[src/rtl/floo_pkg.sv]
// Shared types and default parameters for the FlooNoC memory port arbiter.
// Holds the arbiter FSM state encoding and default sizing constants.
package floo_pkg;

  typedef enum logic {
    IDLE   = 1'b0,
    LOCKED = 1'b1
  } arb_state_e;

  localparam int unsigned NumReqDflt         = 2;
  localparam int unsigned AddrWidthDflt      = 48;
  localparam int unsigned DataWidthDflt      = 64;
  localparam int unsigned MaxOutstandingDflt = 8;

endpackage

[src/rtl/floo_arb_route_fifo.sv]
// Route FIFO: remembers which requester owns each in-flight memory request.
// Depth must be a power of two so the pointers wrap naturally.
module floo_arb_route_fifo
  import floo_pkg::*;
#(
  parameter int unsigned Width = 1,
  parameter int unsigned Depth = MaxOutstandingDflt
) (
  input  logic                   clk_i,
  input  logic                   rst_i,
  input  logic                   push_i,
  input  logic [Width-1:0]       data_i,
  input  logic                   pop_i,
  output logic [Width-1:0]       data_o,
  output logic                   full_o,
  output logic                   empty_o,
  output logic [$clog2(Depth):0] count_o
);

  localparam int unsigned PtrW = $clog2(Depth);

  logic [Width-1:0] mem_q [Depth];
  logic [PtrW-1:0]  wptr_q, rptr_q;
  logic [PtrW:0]    cnt_q;
  logic             push, pop;

  assign full_o  = (cnt_q == (PtrW+1)'(Depth));
  assign empty_o = (cnt_q == '0);
  assign push    = push_i && !full_o;
  assign pop     = pop_i && !empty_o;
  assign data_o  = mem_q[rptr_q];
  assign count_o = cnt_q;

  always_ff @(posedge clk_i) begin
    if (push) begin
      mem_q[wptr_q] <= data_i;
    end
  end

  always_ff @(posedge clk_i) begin
    if (rst_i) begin
      wptr_q <= '0;
      rptr_q <= '0;
      cnt_q  <= '0;
    end else begin
      if (push) wptr_q <= wptr_q + 1'b1;
      if (pop)  rptr_q <= rptr_q + 1'b1;
      unique case ({push, pop})
        2'b10:   cnt_q <= cnt_q + 1'b1;
        2'b01:   cnt_q <= cnt_q - 1'b1;
        default: cnt_q <= cnt_q;
      endcase
    end
  end

endmodule

[src/rtl/floo_mem_port_arbiter.sv]
// Round-robin arbiter sharing one in-order memory port among NumReq requesters.
// Optional stall counter enabled by defining FLOO_ARB_STALL_CNT_EN.
module floo_mem_port_arbiter
  import floo_pkg::*;
#(
  parameter int unsigned NumReq         = NumReqDflt,
  parameter int unsigned AddrWidth      = AddrWidthDflt,
  parameter int unsigned DataWidth      = DataWidthDflt,
  parameter int unsigned MaxOutstanding = MaxOutstandingDflt
) (
  input  logic                                clk_i,
  input  logic                                rst_i,
  input  logic [NumReq-1:0]                   req_valid_i,
  output logic [NumReq-1:0]                   req_ready_o,
  input  logic [NumReq-1:0][AddrWidth-1:0]    req_addr_i,
  input  logic [NumReq-1:0]                   req_we_i,
  input  logic [NumReq-1:0][DataWidth-1:0]    req_wdata_i,
  output logic [NumReq-1:0]                   rsp_valid_o,
  input  logic [NumReq-1:0]                   rsp_ready_i,
  output logic [DataWidth-1:0]                rsp_rdata_o,
  output logic                                mem_req_valid_o,
  input  logic                                mem_req_ready_i,
  output logic [AddrWidth-1:0]                mem_req_addr_o,
  output logic                                mem_req_we_o,
  output logic [DataWidth-1:0]                mem_req_wdata_o,
  input  logic                                mem_rsp_valid_i,
  output logic                                mem_rsp_ready_o,
  input  logic [DataWidth-1:0]                mem_rsp_rdata_i,
  output logic [$clog2(MaxOutstanding):0]     outstanding_o,
  output logic [31:0]                         stall_cnt_o
);

  localparam int unsigned IdxW = $clog2(NumReq);

  arb_state_e      state_q;
  logic [IdxW-1:0] rr_q, gnt_q, sel, sel_nxt, head;
  logic            sel_vld, full, empty, hs, pop;

  // Lowest offset from rr_q wins, so scan downward and let it overwrite.
  always_comb begin
    int unsigned idx;
    idx     = 0;
    sel     = rr_q;
    sel_vld = 1'b0;
    if (state_q == LOCKED) begin
      sel     = gnt_q;
      sel_vld = 1'b1;
    end else begin
      for (int i = NumReq - 1; i >= 0; i--) begin
        idx = (int'(rr_q) + i) % NumReq;
        if (req_valid_i[idx]) begin
          sel     = IdxW'(idx);
          sel_vld = 1'b1;
        end
      end
    end
  end

  assign sel_nxt = (sel == IdxW'(NumReq - 1)) ? '0 : sel + 1'b1;

  assign mem_req_valid_o = !rst_i && sel_vld && !full;
  assign mem_req_addr_o  = req_addr_i[sel];
  assign mem_req_we_o    = req_we_i[sel];
  assign mem_req_wdata_o = req_wdata_i[sel];
  assign hs              = mem_req_valid_o && mem_req_ready_i;

  always_comb begin
    req_ready_o = '0;
    if (!rst_i && sel_vld) begin
      req_ready_o[sel] = mem_req_ready_i && !full;
    end
  end

  always_ff @(posedge clk_i) begin
    if (rst_i) begin
      state_q <= IDLE;
      rr_q    <= '0;
      gnt_q   <= '0;
    end else if (hs) begin
      state_q <= IDLE;
      rr_q    <= sel_nxt;
    end else if (mem_req_valid_o) begin
      state_q <= LOCKED;
      gnt_q   <= sel;
    end
  end

  floo_arb_route_fifo #(
    .Width (IdxW),
    .Depth (MaxOutstanding)
  ) i_route_fifo (
    .clk_i   (clk_i),
    .rst_i   (rst_i),
    .push_i  (hs),
    .data_i  (sel),
    .pop_i   (pop),
    .data_o  (head),
    .full_o  (full),
    .empty_o (empty),
    .count_o (outstanding_o)
  );

  assign mem_rsp_ready_o = !rst_i && !empty && rsp_ready_i[head];
  assign rsp_rdata_o     = mem_rsp_rdata_i;
  assign pop             = mem_rsp_valid_i && mem_rsp_ready_o;

  always_comb begin
    rsp_valid_o = '0;
    if (!rst_i && !empty) begin
      rsp_valid_o[head] = mem_rsp_valid_i;
    end
  end

  assert property (@(posedge clk_i) disable iff (rst_i)
    !(empty && mem_rsp_valid_i));

`ifdef FLOO_ARB_STALL_CNT_EN
  logic [31:0] stall_q;
  logic        stall_ev;

  assign stall_ev = (mem_req_valid_o && !mem_req_ready_i) ||
                    ((|req_valid_i) && full);

  always_ff @(posedge clk_i) begin
    if (rst_i) begin
      stall_q <= '0;
    end else if (stall_ev && (stall_q != '1)) begin
      stall_q <= stall_q + 1'b1;
    end
  end

  assign stall_cnt_o = stall_q;
`else
  assign stall_cnt_o = '0;
`endif

endmodule
[config.mk]
export PLATFORM = sky130hd
export DESIGN_NAME = floo_mem_port_arbiter
export DESIGN_NICKNAME = d
export VERILOG_FILES = /design/src/rtl/floo_pkg.sv /design/src/rtl/floo_arb_route_fifo.sv /design/src/rtl/floo_mem_port_arbiter.sv
export SDC_FILE = /design/constraint.sdc
export NUM_CORES = 1
export LEC_CHECK = 0
export ABC_AREA = 0
export CORE_AREA = 2 2 200 202
export CTS_BUF_LIST = sky130_fd_sc_hd__clkbuf_16
export CTS_CLUSTER_SIZE = 16
export DETAILED_ROUTE_END_ITERATION = 8
export DIE_AREA = 0 0 202 204
export GPL_TIMING_DRIVEN = 0
export REMOVE_ABC_BUFFERS = 1
export SLEW_MARGIN = 25
export SYNTH_ARGS = -nofsm -noshare
export SYNTH_HDL_FRONTEND = slang
export SYNTH_HIERARCHICAL = 1
export SYNTH_SLANG_ARGS = --single-unit
[constraint.sdc]
create_clock -name clk_i -period 3.43 [get_ports clk_i]
set_input_delay 0.686 -clock clk_i [delete_from_list [all_inputs] [get_ports clk_i]]
set_output_delay 0.686 -clock clk_i [all_outputs]
set_load 0.005 [all_outputs]
==> metrics.sh <==
STATUS='complete, no violations'
CTS_INSERTED_BUFFERS=3
POWER.SWITCHING_W=0.0004491
CLOCK_LATENCY_LATE_SINK_PS=250
SYNTH_SEQUENTIAL_AREA_RATIO_PCT=16.18
WORST-ENDPOINT-ARRIVAL_PS=2560
INTERNAL_POWER_W=0.001141
GRT_PASS1_VIAS=3817
FINAL_CELL_COUNT_NO_FILL=1159
WORST_SETUP_PATH_START_KIND='input pin'
HTREE_LEVELS=1
GLOBALROUTETOTALUTIL_PCT=10.72
POWER_DENSITY_nW_PER_UM2=216.7
CELLLEAKAGEPOWER_nW=3.028
CP.REQUIRED_PS=2740
SYN_AREA_PER_CELL_UM2=10.34
IRDROPWORSTVDD_mV=0.2204
CLKSINKCOUNT=24
DRV_CAP=0
DETAIL-ROUTE-ANTENNA-NETS=0
GLOBAL_PLACEMENT_ROUTABILITY_CONGESTION=0.7681
IOPINCOUNT=517
FP.DIEAREA_UM2=41210
ROW_COUNT=73
PATH_CLASS='in2out'
WORST-PATH-MAX-FANOUT=11
SYNTH_FF_TYPE='dfxtp_1'
PLACEABLECOREAREA_UM2=39180
TIMING.CLOCK.SKEW_PS=6.236
DRT-WIRELENGTH-PER-CELL_UM=20.37
FIRSTDRTPASSITERS=4
NUM_VIAS=3694
TIGHTESTPINTRANSITION_PS=799.2
SETUP-VIOLATIONS-FINAL=0
SW_FRAC_OF_TOTAL_PCT=28.24
GRT-OVFL-TOTAL=0
FINAL_HOLD_VIOL_COUNT=0
GRT_FIRST_PASS_WIRELENGTH_UM=30790
CRITICAL_PATH.ENDPOINT_TYPE='output port'
SLEW_HEADROOM_PCT=46.72
WORSTHOLDPATHTYPE='reg2reg'
NETLIST_INSTANCES=335
DR.FIRST_ITER.DRC_COUNT=88
SETUP_WS_PS=185.2
FLOORPLAN.INITIALDENSITY_PCT=8.842
SYNTH_ENABLE_FLOP_CELLS=8
P_SEQ_SHARE_PCT=19.7
ANTENNA-DIODE-COUNT=0
CTS_HOLD_REPAIR.BUFFERS=0
YOSYSWARNINGCOUNT=6
DIE_HEIGHT_UM=204
FINAL_LAYOUT_NET_COUNT=938
PLACEMENT.IO_BUFFERS=356
PERIOD_SHARE_PCT=94.60
POST_ROUTE_CELLS_DRIVE_ABOVE_1_SHARE_PCT=25.39
COMBINATIONALPOWERSHARE_PCT=64.7
MIN_PERIOD_PS=3245
FIN_AREA_UM2=7337
VIAS_PER_CELL=3.187
YOSYS.CELL_TYPES.COUNT=42
ROOT_BUFFER='clkbuf_16'
CLKTRANSATPATHREGS_PS=60
CLK_PATH_BUF_DEPTH=2
FMAXACHIEVABLE_MHz=308.2
PLACEDINSTANCEAREA_UM2=7071
DIE_X_UM=202
PRE_CTS_WS_PS=-953.2
CLOCK_POWER_SHARE_PCT=15.7
MAXSLEWVIOLCOUNT=0
SYNTHTOLAYOUTAREAGROWTH_PCT=111.8
CTS_TREE='yes'
INITIAL_ANTENNA_VIOLATION_COUNT=0
SYN-CELL-AREA_UM2=3465
PLACED_CELLS_INCL_TAPS=1139
DP_HPWL_UM=20310
POSTSYNTHREGISTERBITS=24
POSTROUTEWIRELENGTH_UM=23610
GRT_SETUP_UNREPAIRED='yes'
SYNTH-ASYNC-RESET-RATIO_PCT=0
NUMBER_OF_REMAINING_DRC_ERRORS=0
PIN_COUNT_OF_THE_BIGGEST_NET_ENTERING_GLOBAL_ROUTING=21
FINALCOREUTILIZATION_PCT=18.72
==> path summary, 6_finish.rpt <==
kind         cells after the start                 endpoint           start  slack [ps]
max                              9      mem_req_wdata_o[42]  req_valid_i[1]         190
min                              2                     rr_q            rr_q         520
max reg2reg                     12  i_route_fifo/count_o[3]       flip-flop         190
min reg2reg                      2                     rr_q            rr_q         520
==> stage by stage <==
stage	total power, W	TNS (ps)	hold WS [ps]
floorplan	0.0006856	-251150	465.4
finish	0.001590	0	520.1
global placement	0.001381	-556350	498.0
global route	0.001687	-102.7	576.6
CTS	0.001622	-216.9	525.6
detailed placement	0.001360	-56160	500.6
==> Yosys cell counts (all sizes together) (2+ instances only) <==
| cell | count | share of area [%] |
|---|---|---|
| mux2 | 116 | 42 |
| buf | 112 | 25 |
| nor2 | 17 | 1.8 |
| dfxtp | 16 | 9.2 |
| edfxtp | 8 | 6.9 |
| nand2 | 7 | 1.4 |
| nor3 | 6 | 0.87 |
| xor2 | 6 | 1.7 |
| ha | 5 | 1.8 |
| a21oi | 4 | 0.69 |
| mux2i | 4 | 1.2 |
| inv | 3 | 0.33 |
| nand2b | 3 | 0.54 |
| nand3 | 3 | 0.58 |
| mux4 | 2 | 1.3 |
| nor3b | 2 | 0.43 |
| nor4 | 2 | 0.36 |
| nor4b | 2 | 0.51 |
| or3 | 2 | 0.36 |
==> what timing repair did <==
| action | in CTS | in global routing |
|---|---|---|
| setup buffers | 8 | 4 |
| gates resized for setup | 120 | 19 |
| cloned | 4 | 0 |
| endpoints found under the setup margin | 110 | 67 |
| hold endpoints to repair | 0 | 0 |
| pin swaps | 1 | 1 |
==> critical path, stage by stage <==
cell	delay [ps]
dlygate4sd2_1	260
a21boi_2	80
o31a_4	360
buf_16	150
buf_16	140
buf_16	150
buf_16	150
mux2_4	290
dlygate4sd2_1	270
==> logic make-up (layout without fill, tap and decap cells) <==
kind of cell / after synthesis / after routing / share of synthesized area (%)
fa+ha+maj: 5 / 5 / 1.806
buf+inv: 116 / 384 / 24.99
other cells: 1 / 32 / 0.1082
xor+xnor: 7 / 7 / 1.986
simple gates: 48 / 48 / 7.981
compound gates: 12 / 12 / 2.781
flops: 24 / 24 / 16.18
mux: 122 / 122 / 44.17
==> area by class of cell <==
cell class,instances,area (um2)
Clock buffer,3,75.07
Clock inverter,1,3.754
Fill cell,4314,31850
Inverter,3,11.26
Multi-Input combinational cell,226,2183
Sequential cell,24,561.8
Tap cell,525,656.9
Timing Repair Buffer,377,3845
==> per-layer routing <==
metal | GRT usage, % | routed length [um] | vias up
met3 | 10.04 | 4517 | 8
met1 | 11.80 | 8832 | 1702
met5 | 7.738 | 414 | -
met2 | 15.05 | 9800 | 331
met4 | 0.3151 | 46 | 6
li1 | - | - | 1647
==> cells in the final DEF (no fill, tap or decap), types with 3 or more instances in the layout <==
cell type	netlist	routed
a21oi_1	3	3
buf_16	0	6
buf_4	96	10
buf_6	8	3
bufbuf_16	0	3
clkbuf_16	0	3
clkbuf_2	0	4
clkdlybuf4s15_1	0	8
clkdlybuf4s50_1	0	259
conb_1	1	32
dfxtp_1	16	15
dlygate4sd2_1	0	72
dlymetal6s2s_1	0	9
edfxtp_1	8	8
ha_1	5	4
inv_1	3	4
mux2_2	79	78
mux2_4	37	38
mux2i_1	4	4
nand2_1	5	5
nand2b_1	3	3
nor2_1	17	17
nor3_1	6	6
xor2_1	5	5
==> power groups by stage <==
stage | clock network, W | registers, W | logic, W
2_1_floorplan | 0 | 0.000317 | 0.000369
3_3_place_gp | 0 | 0.000319 | 0.00106
3_5_place_dp | 0 | 0.000319 | 0.00104
4_1_cts | 0.000253 | 0.000313 | 0.00106
5_1_grt | 0.000268 | 0.000315 | 0.00110
6_report | 0.000249 | 0.000313 | 0.00103
No activity file was read; power rests on OpenSTA's default activity.
